## src/rtl/ex_unit_pkg.sv

```systemverilog
// Shared opcode, class and state encodings for the MIPS32 execute stage.
package ex_unit_pkg;

  localparam logic        RstEnable = 1'b1;
  localparam logic [31:0] ZeroWord  = 32'h0000_0000;

  localparam logic [7:0] EXE_NOP_OP   = 8'b0000_0000;
  localparam logic [7:0] EXE_AND_OP   = 8'b0010_0100;
  localparam logic [7:0] EXE_OR_OP    = 8'b0010_0101;
  localparam logic [7:0] EXE_XOR_OP   = 8'b0010_0110;
  localparam logic [7:0] EXE_NOR_OP   = 8'b0010_0111;
  localparam logic [7:0] EXE_SLL_OP   = 8'b0111_1100;
  localparam logic [7:0] EXE_SRL_OP   = 8'b0000_0010;
  localparam logic [7:0] EXE_SRA_OP   = 8'b0000_0011;
  localparam logic [7:0] EXE_MOVZ_OP  = 8'b0000_1010;
  localparam logic [7:0] EXE_MOVN_OP  = 8'b0000_1011;
  localparam logic [7:0] EXE_MFHI_OP  = 8'b0001_0000;
  localparam logic [7:0] EXE_MTHI_OP  = 8'b0001_0001;
  localparam logic [7:0] EXE_MFLO_OP  = 8'b0001_0010;
  localparam logic [7:0] EXE_MTLO_OP  = 8'b0001_0011;
  localparam logic [7:0] EXE_MULT_OP  = 8'b0001_1000;
  localparam logic [7:0] EXE_MULTU_OP = 8'b0001_1001;
  localparam logic [7:0] EXE_ADD_OP   = 8'b0010_0000;
  localparam logic [7:0] EXE_ADDU_OP  = 8'b0010_0001;
  localparam logic [7:0] EXE_SUB_OP   = 8'b0010_0010;
  localparam logic [7:0] EXE_SUBU_OP  = 8'b0010_0011;
  localparam logic [7:0] EXE_SLT_OP   = 8'b0010_1010;
  localparam logic [7:0] EXE_SLTU_OP  = 8'b0010_1011;
  localparam logic [7:0] EXE_ADDI_OP  = 8'b0101_0101;
  localparam logic [7:0] EXE_ADDIU_OP = 8'b0101_0110;
  localparam logic [7:0] EXE_SLTI_OP  = 8'b0101_0111;
  localparam logic [7:0] EXE_SLTIU_OP = 8'b0101_1000;

  localparam logic [2:0] EXE_RES_NOP        = 3'b000;
  localparam logic [2:0] EXE_RES_LOGIC      = 3'b001;
  localparam logic [2:0] EXE_RES_SHIFT      = 3'b010;
  localparam logic [2:0] EXE_RES_MOVE       = 3'b011;
  localparam logic [2:0] EXE_RES_ARITHMETIC = 3'b100;

  typedef enum logic [1:0] {
    MUL_IDLE = 2'd0,
    MUL_BUSY = 2'd1,
    MUL_DONE = 2'd2
  } mul_state_e;

endpackage

```

## src/rtl/ex_unit_mul_iter.sv

```systemverilog
// Iterative 32-step shift-add multiplier; signed operands are reduced to
// magnitudes on entry and the sign is reapplied to the product in DONE.
module mul_iter
  import ex_unit_pkg::*;
(
  input  logic        clk,
  input  logic        rst,
  input  logic        hold,
  input  logic        start,
  input  logic        sgn_i,
  input  logic [31:0] a_i,
  input  logic [31:0] b_i,
  output logic        busy_o,
  output logic        done_o,
  output logic [63:0] prod_o
);

  mul_state_e  r_state;
  logic [5:0]  r_cnt;
  logic [63:0] r_mcand;
  logic [63:0] r_acc;
  logic [31:0] r_mplier;
  logic        r_neg;

  function automatic logic [31:0] mag(input logic [31:0] v, input logic s);
    return (s && v[31]) ? -v : v;
  endfunction

  always_ff @(posedge clk) begin
    if (rst == RstEnable) begin
      r_state <= MUL_IDLE;
      r_cnt   <= 6'd0;
    end else if (!hold) begin
      case (r_state)
        MUL_IDLE: if (start) begin
          r_cnt   <= 6'd0;
          r_state <= MUL_BUSY;
        end
        MUL_BUSY: begin
          r_cnt <= r_cnt + 6'd1;
          if (r_cnt == 6'd31) r_state <= MUL_DONE;
        end
        MUL_DONE: r_state <= MUL_IDLE;
        default:  r_state <= MUL_IDLE;
      endcase
    end
  end

  always_ff @(posedge clk) begin
    if (!hold) begin
      if (r_state == MUL_IDLE && start) begin
        r_mcand  <= {32'h0, mag(a_i, sgn_i)};
        r_mplier <= mag(b_i, sgn_i);
        r_acc    <= 64'h0;
        r_neg    <= sgn_i & (a_i[31] ^ b_i[31]);
      end else if (r_state == MUL_BUSY) begin
        if (r_mplier[0]) r_acc <= r_acc + r_mcand;
        r_mcand  <= r_mcand << 1;
        r_mplier <= r_mplier >> 1;
      end
    end
  end

  assign busy_o = (r_state == MUL_BUSY);
  assign done_o = (r_state == MUL_DONE);
  assign prod_o = r_neg ? -r_acc : r_acc;

endmodule

```

## src/rtl/ex_unit.sv

```systemverilog
// MIPS32 execute stage: ALU, HI/LO, EX/MEM register and iterative multiply.
// Optional signed-overflow trap on ADD/ADDI/SUB via macro EX_OVERFLOW_TRAP_EN.
module ex_unit
  import ex_unit_pkg::*;
(
  input  logic        clk,
  input  logic        rst,
  input  logic [7:0]  aluop_i,
  input  logic [2:0]  alusel_i,
  input  logic [31:0] reg1_i,
  input  logic [31:0] reg2_i,
  input  logic [4:0]  wd_i,
  input  logic        wreg_i,
  input  logic        stall_i,
  output logic [4:0]  ex_wd_o,
  output logic        ex_wreg_o,
  output logic [31:0] ex_wdata_o,
  output logic [4:0]  mem_wd_o,
  output logic        mem_wreg_o,
  output logic [31:0] mem_wdata_o,
  output logic        ov_o,
  output logic [31:0] hi_o,
  output logic [31:0] lo_o,
  output logic        stallreq_o
);

  logic               w_is_mul, w_busy, w_done, w_ov;
  logic [63:0]        w_prod;
  logic [31:0]        w_data, w_sum, w_diff;
  logic signed [31:0] w_s1, w_s2;
  logic [31:0]        r_hi, r_lo;
  logic [4:0]         r_wd_p1;
  logic               r_wreg_p1, r_ov_p1;
  logic [31:0]        r_wdata_p1;

  assign w_is_mul = (aluop_i == EXE_MULT_OP) || (aluop_i == EXE_MULTU_OP);
  assign w_s1     = reg1_i;
  assign w_s2     = reg2_i;
  assign w_sum    = reg1_i + reg2_i;
  assign w_diff   = reg1_i - reg2_i;

  mul_iter u_mul (
    .clk    (clk),
    .rst    (rst),
    .hold   (stall_i),
    .start  (w_is_mul),
    .sgn_i  (aluop_i == EXE_MULT_OP),
    .a_i    (reg1_i),
    .b_i    (reg2_i),
    .busy_o (w_busy),
    .done_o (w_done),
    .prod_o (w_prod)
  );

  // The arrival cycle stalls too, before the FSM has left IDLE.
  assign stallreq_o = (rst != RstEnable) && (w_busy || (w_is_mul && !w_done));

  always_comb begin
    w_data = ZeroWord;
    case (alusel_i)
      EXE_RES_LOGIC: case (aluop_i)
        EXE_AND_OP: w_data = reg1_i & reg2_i;
        EXE_OR_OP:  w_data = reg1_i | reg2_i;
        EXE_XOR_OP: w_data = reg1_i ^ reg2_i;
        EXE_NOR_OP: w_data = ~(reg1_i | reg2_i);
        default:    w_data = ZeroWord;
      endcase
      EXE_RES_SHIFT: case (aluop_i)
        EXE_SLL_OP: w_data = reg2_i << reg1_i[4:0];
        EXE_SRL_OP: w_data = reg2_i >> reg1_i[4:0];
        EXE_SRA_OP: w_data = w_s2 >>> reg1_i[4:0];
        default:    w_data = ZeroWord;
      endcase
      EXE_RES_ARITHMETIC: case (aluop_i)
        EXE_ADD_OP, EXE_ADDU_OP, EXE_ADDI_OP, EXE_ADDIU_OP: w_data = w_sum;
        EXE_SUB_OP, EXE_SUBU_OP:   w_data = w_diff;
        EXE_SLT_OP, EXE_SLTI_OP:   w_data = {31'h0, w_s1 < w_s2};
        EXE_SLTU_OP, EXE_SLTIU_OP: w_data = {31'h0, reg1_i < reg2_i};
        default:                   w_data = ZeroWord;
      endcase
      EXE_RES_MOVE: case (aluop_i)
        EXE_MOVN_OP, EXE_MOVZ_OP: w_data = reg1_i;
        EXE_MFHI_OP:              w_data = r_hi;
        EXE_MFLO_OP:              w_data = r_lo;
        default:                  w_data = ZeroWord;
      endcase
      default: w_data = ZeroWord;
    endcase
  end

`ifdef EX_OVERFLOW_TRAP_EN
  function automatic logic add_ovf(input logic [31:0] a, input logic [31:0] b,
                                   input logic [31:0] r);
    return (a[31] == b[31]) && (r[31] != a[31]);
  endfunction

  function automatic logic sub_ovf(input logic [31:0] a, input logic [31:0] b,
                                   input logic [31:0] r);
    return (a[31] != b[31]) && (r[31] != a[31]);
  endfunction

  always_comb begin
    w_ov = 1'b0;
    case (aluop_i)
      EXE_ADD_OP, EXE_ADDI_OP: w_ov = add_ovf(reg1_i, reg2_i, w_sum);
      EXE_SUB_OP:              w_ov = sub_ovf(reg1_i, reg2_i, w_diff);
      default:                 w_ov = 1'b0;
    endcase
  end
`else
  assign w_ov = 1'b0;
`endif

  assign ex_wd_o    = (rst == RstEnable) ? 5'd0 : wd_i;
  assign ex_wreg_o  = (rst != RstEnable) && wreg_i && !w_ov && !w_is_mul;
  assign ex_wdata_o = (rst == RstEnable) ? ZeroWord : w_data;

  always_ff @(posedge clk) begin
    if (rst == RstEnable) begin
      r_hi <= ZeroWord;
      r_lo <= ZeroWord;
    end else if (!stall_i) begin
      if (w_done) begin
        r_hi <= w_prod[63:32];
        r_lo <= w_prod[31:0];
      end else if (aluop_i == EXE_MTHI_OP) begin
        r_hi <= reg1_i;
      end else if (aluop_i == EXE_MTLO_OP) begin
        r_lo <= reg1_i;
      end
    end
  end

  // EX -> MEM boundary (_p1)
  always_ff @(posedge clk) begin
    if (rst == RstEnable) begin
      r_wd_p1    <= 5'd0;
      r_wreg_p1  <= 1'b0;
      r_wdata_p1 <= ZeroWord;
      r_ov_p1    <= 1'b0;
    end else if (!stall_i) begin
      if (stallreq_o) begin
        r_wd_p1    <= 5'd0;
        r_wreg_p1  <= 1'b0;
        r_wdata_p1 <= ZeroWord;
        r_ov_p1    <= 1'b0;
      end else begin
        r_wd_p1    <= ex_wd_o;
        r_wreg_p1  <= ex_wreg_o;
        r_wdata_p1 <= ex_wdata_o;
        r_ov_p1    <= w_ov;
      end
    end
  end

  assign mem_wd_o    = r_wd_p1;
  assign mem_wreg_o  = r_wreg_p1;
  assign mem_wdata_o = r_wdata_p1;
  assign ov_o        = r_ov_p1;
  assign hi_o        = r_hi;
  assign lo_o        = r_lo;

endmodule

```

## config.mk

```make
export PLATFORM = sky130hd
export DESIGN_NAME = ex_unit
export DESIGN_NICKNAME = d
export VERILOG_FILES = /design/src/rtl/ex_unit_pkg.sv /design/src/rtl/ex_unit_mul_iter.sv /design/src/rtl/ex_unit.sv
export SDC_FILE = /design/constraint.sdc
export NUM_CORES = 1
export LEC_CHECK = 0
export BUFFER_PORTS_ARGS = -buffer_cell sky130_fd_sc_hd__buf_2
export CORE_MARGIN = 3
export CORE_UTILIZATION = 55
export DETAILED_ROUTE_END_ITERATION = 6
export HOLD_SLACK_MARGIN = 0.05
export PLACE_DENSITY = 0.78
export SYNTH_ARGS = -nofsm -noshare
export SYNTH_HDL_FRONTEND = slang
export SYNTH_SLANG_ARGS = --single-unit
```

## constraint.sdc

```tcl
create_clock -name clk -period 12.65 [get_ports clk]
set_input_delay 0 -clock clk [delete_from_list [all_inputs] [get_ports clk]]
set_output_delay 0 -clock clk [all_outputs]
set_load 0.01 [all_outputs]
```

==> implementation parameters <==
Parameter                              Value

Clocking
  Root buffer cell ... sky130_fd_sc_hd__clkbuf_16
  Skew-Pair Late Insertion Delay ... 0.62 ns
  TritonCTS clock tree ... done
  Clock Tree Buf Depth ... 3
  Post-CTS sizing ... 0
  Number of sinks on the clock net ... 271
  Number of levels in the clock H-tree ... 1
  Num CTS Buffers ... 31
  Clock-pin slew on the worst setup and hold paths ... around 0.06 ns

Critical path
  Critical path capture point type ... flop
  Critical Path RT ... roughly 13 ns
  Kind of start point of the critical path ... flop
  Start-to-end type of the worst setup path ... reg2reg
  Worst EP arrival ... 5.55 ns
  Worst-path fanout max ... 6

Route
  Total number of vias ... 28869
  Per-cell via count in the routed design ... 6.903
  Total routed wirelength ... 110100 um
  Routed Antenna Nets ... 0
  Average routed wire per standard cell ... 26.33 um
  Pre-Repair DR Iteration Count ... 7
  Number of design rule violations left after detail routing ... 5
  Number of DRC markers after the initial detailed-route iteration ... 3787

Finish
  Post-route core utilization ... 61.78%
  Final nets ... ~3800
  Ratio of cells with drive above 1 in the final layout ... a little under an eighth
  Filler Cells Inserted ... approximately 4400
  Non-filler instance count after layout ... 4182
  Finished layout cell area ... 29620 sq um
  Area added between synthesis and finish ... 10.71%

Yosys
  Mapped Avg Cell Area ... between 7 and 8 sq um
  Post-synthesis register bit count ... 271
  FFs w/ async S/R, synth ... 0%
  Flip-flop cell with the highest count after synthesis ... sky130_fd_sc_hd__edfxtp_1
  Number of flops mapped to enable cells by yosys ... 161
  Synth warnings ... 0
  Post-synthesis instance area ... 26760 sq um
  Post-synthesis cell count ... between 3000 and 4000
  Unique cell type count in the Yosys netlist ... 88
  Number of nets produced by synthesis ... 3695
  Sequential share of the synthesized area ... 26.30%

STA
  Clock Skew ... 0.01465 ns
  Total negative setup slack ... 0 ns
  Final critical path time including I/O delays and setup ... 5.012 ns
  RSZ-0062 raised after global routing ... false
  Worst-Margin Slew ... about 1.4 ns
  Timing-limited maximum frequency ... 199.5 MHz
  Number of endpoints failing setup at the final stage ... 0
  Worst path setup slack after routing ... 7.638 ns
  Max-slew violation count ... 0
  Max transition margin ... 6.618%
  Min Hold Slack ... 0.07624 ns
  Final period util ... 39.62%
  Final count of hold timing violations ... 0

Pwr
  Power density over the cells ... 80.12 nW/um^2
  Cell internal pwr ... 1.618 mW
  Net switching power ... between 0.7 and 0.8 mW
  Switch share ... 31.83%
  VDD IR max ... 0.1122 mV
  P_leak ... 11.99 nW
  Relative contribution of the clock network to total power ... 37.7%
  Combinational fraction of design power ... 22.9%
  Share of total power in sequential cells ... roughly two fifths
  Overall power after layout ... roughly 2.4 mW

Placed design
  Global placement routability congestion ... 1.079
  Post-DP HPWL ... slightly above 80000 um
  Count of buffers from port buffering ... 224
  Cell area after placement ... approximately 28000 sq um
  Cell count after placement ... 4069
  Placement-stage worst setup slack ... 8.016 ns

Global routing
  Pin count of the biggest net entering global routing ... 85
  Antenna violations before repair ... 6
  Grt total ovfl ... 0
  First-pass GRT wire length ... ~160000 um
  Via count of the first global-routing pass ... roughly 26000
  Total routing usage reported by global routing ... 41.32%

Die
  Horizontal die dimension ... ~230 um
  Initial standard-cell utilization of the core ... 55.81%
  I/O Pins ... 226
  Total die area ... 51330 sq um
  Vertical die dimension ... 226.6 um
  Core area ... 47950 sq um
  Row count ... 80

Outcome
  Failing checks ... design-rule violations
  Result of the run ... finished, violations left

Min path
  Worst min path class ... in2reg

Job
  Reported max-cap violation count ... 0
## worst max-delay path, stage by stage, from the launching register on
cell	delay [ns]
sky130_fd_sc_hd__edfxtp_1	0.44
sky130_fd_sc_hd__or4_1	0.65
sky130_fd_sc_hd__nor4_1	0.68
sky130_fd_sc_hd__nand4_1	0.50
sky130_fd_sc_hd__or2_1	0.41
sky130_fd_sc_hd__or3_1	0.37
sky130_fd_sc_hd__or3_1	0.54
sky130_fd_sc_hd__o31ai_2	0.30
sky130_fd_sc_hd__xnor2_1	0.15
sky130_fd_sc_hd__nand3_1	0.09
sky130_fd_sc_hd__a31oi_1	0.22
sky130_fd_sc_hd__dlygate4sd3_1	0.59
## power groups by stage
stage	Sequential (mW)	Combinational, mW	Clock [mW]
global route	0.935	0.572	0.933
detailed placement	0.954	0.503	0
global placement	0.954	0.504	0
CTS	0.935	0.518	0.902
floorplan	0.955	0.332	0
finish	0.935	0.543	0.895
## cells in the mapped netlist (all sizes together) (30+ instances only)
cell type / count / area share [%]
a211oi: 91 / 2.6
mux2: 34 / 1.4
nand2: 320 / 4.5
nor2b: 36 / 0.84
xnor2: 103 / 3.4
a21o: 77 / 2.2
or3: 30 / 0.72
a31oi: 40 / 0.94
xor2: 76 / 2.5
buf: 31 / 0.49
nor3: 65 / 1.2
clkbuf: 225 / 3.2
dfxtp: 110 / 8.2
ha: 166 / 7.8
nand3: 58 / 1.1
a21oi: 278 / 5.2
o21ai: 289 / 5.4
nand4: 36 / 0.84
edfxtp: 161 / 18
and2: 52 / 1.2
o31ai: 39 / 1.3
nor2: 430 / 6.0
o211ai: 46 / 1.3
mux2i: 98 / 3.7
inv: 120 / 1.7
## final timing paths
kind,start,depth (start not counted),slack [ns],end
worst max-delay path,u_mul.r_acc[4],11,7.64,hi_o[27]
worst min-delay path,reg2_i[24],4,0.08,u_mul.r_mplier[24]
worst max register to register,u_mul.r_acc[4],11,7.64,hi_o[27]
worst min register to register,mem_wdata_o[1],2,0.45,mem_wdata_o[1]
## cells by family (layout without fill, tap and decap cells)
group | count (synthesis) | count (layout) | share of synthesized area, %
buf+inv | 380 | 502 | 5.387
xor+xnor | 179 | 179 | 5.859
flops | 271 | 271 | 26.30
other cells | 1 | 4 | 0.01402
mux | 153 | 153 | 6.865
compound gates | 1150 | 1150 | 28.24
simple gates | 1139 | 1139 | 19.35
fa+ha+maj | 169 | 169 | 7.987
## state kept, by name, indices dropped and copies added, names as in the netlist
name            flops
u_mul.r_state       2
u_mul.r_cnt         6
u_mul.r_mcand      64
u_mul.r_neg         1
lo_o               32
hi_o               32
mem_wreg_o          1
u_mul.r_acc        64
mem_wdata_o        32
u_mul.r_mplier     32
mem_wd_o            5
## timing repair
item                      4_1_cts  5_1_grt
buffers inserted                0        0
hold buffers                   52        0
hold endpoints to repair      102        0
## area by class of cell
type	count	area [sq um]	share of cell area, %
well taps	615	769.5	2.598
clock buffers	53	947.2	3.197
repair buffers	320	1974	6.665
multi-input cells	2791	18380	62.04
flip-flops and latches	271	7037	23.75
clock inverters	5	40.04	0.1352
inverters	124	467.9	1.580
diodes	3	7.507	0.02534
## placed cells by master, fill, tap and decap left out, types with 40 or more instances in the layout
cell type / instances
sky130_fd_sc_hd__mux2i_1: 98
sky130_fd_sc_hd__nand3_1: 58
sky130_fd_sc_hd__inv_1: 117
sky130_fd_sc_hd__nand2_1: 320
sky130_fd_sc_hd__o211ai_1: 46
sky130_fd_sc_hd__nor3_1: 62
sky130_fd_sc_hd__ha_1: 166
sky130_fd_sc_hd__xor2_1: 76
sky130_fd_sc_hd__buf_2: 223
sky130_fd_sc_hd__a21o_1: 76
sky130_fd_sc_hd__xnor2_1: 103
sky130_fd_sc_hd__a31oi_1: 40
sky130_fd_sc_hd__edfxtp_1: 161
sky130_fd_sc_hd__buf_4: 45
sky130_fd_sc_hd__a21oi_1: 277
sky130_fd_sc_hd__nor2_1: 429
sky130_fd_sc_hd__and2_1: 52
sky130_fd_sc_hd__dlygate4sd3_1: 52
sky130_fd_sc_hd__dfxtp_1: 110
sky130_fd_sc_hd__o21ai_0: 285
sky130_fd_sc_hd__a211oi_1: 91
## routing by layer
| metal | track usage, % | wire (um) |
|---|---|---|
| met1 | 54.79 | 42230 |
| met2 | 60.80 | 45630 |
| met3 | 10.82 | 14390 |
| met4 | 24.02 | 7845 |
| met5 | 0 | 11 |
Note: power is estimated with default switching activity, not from simulation.
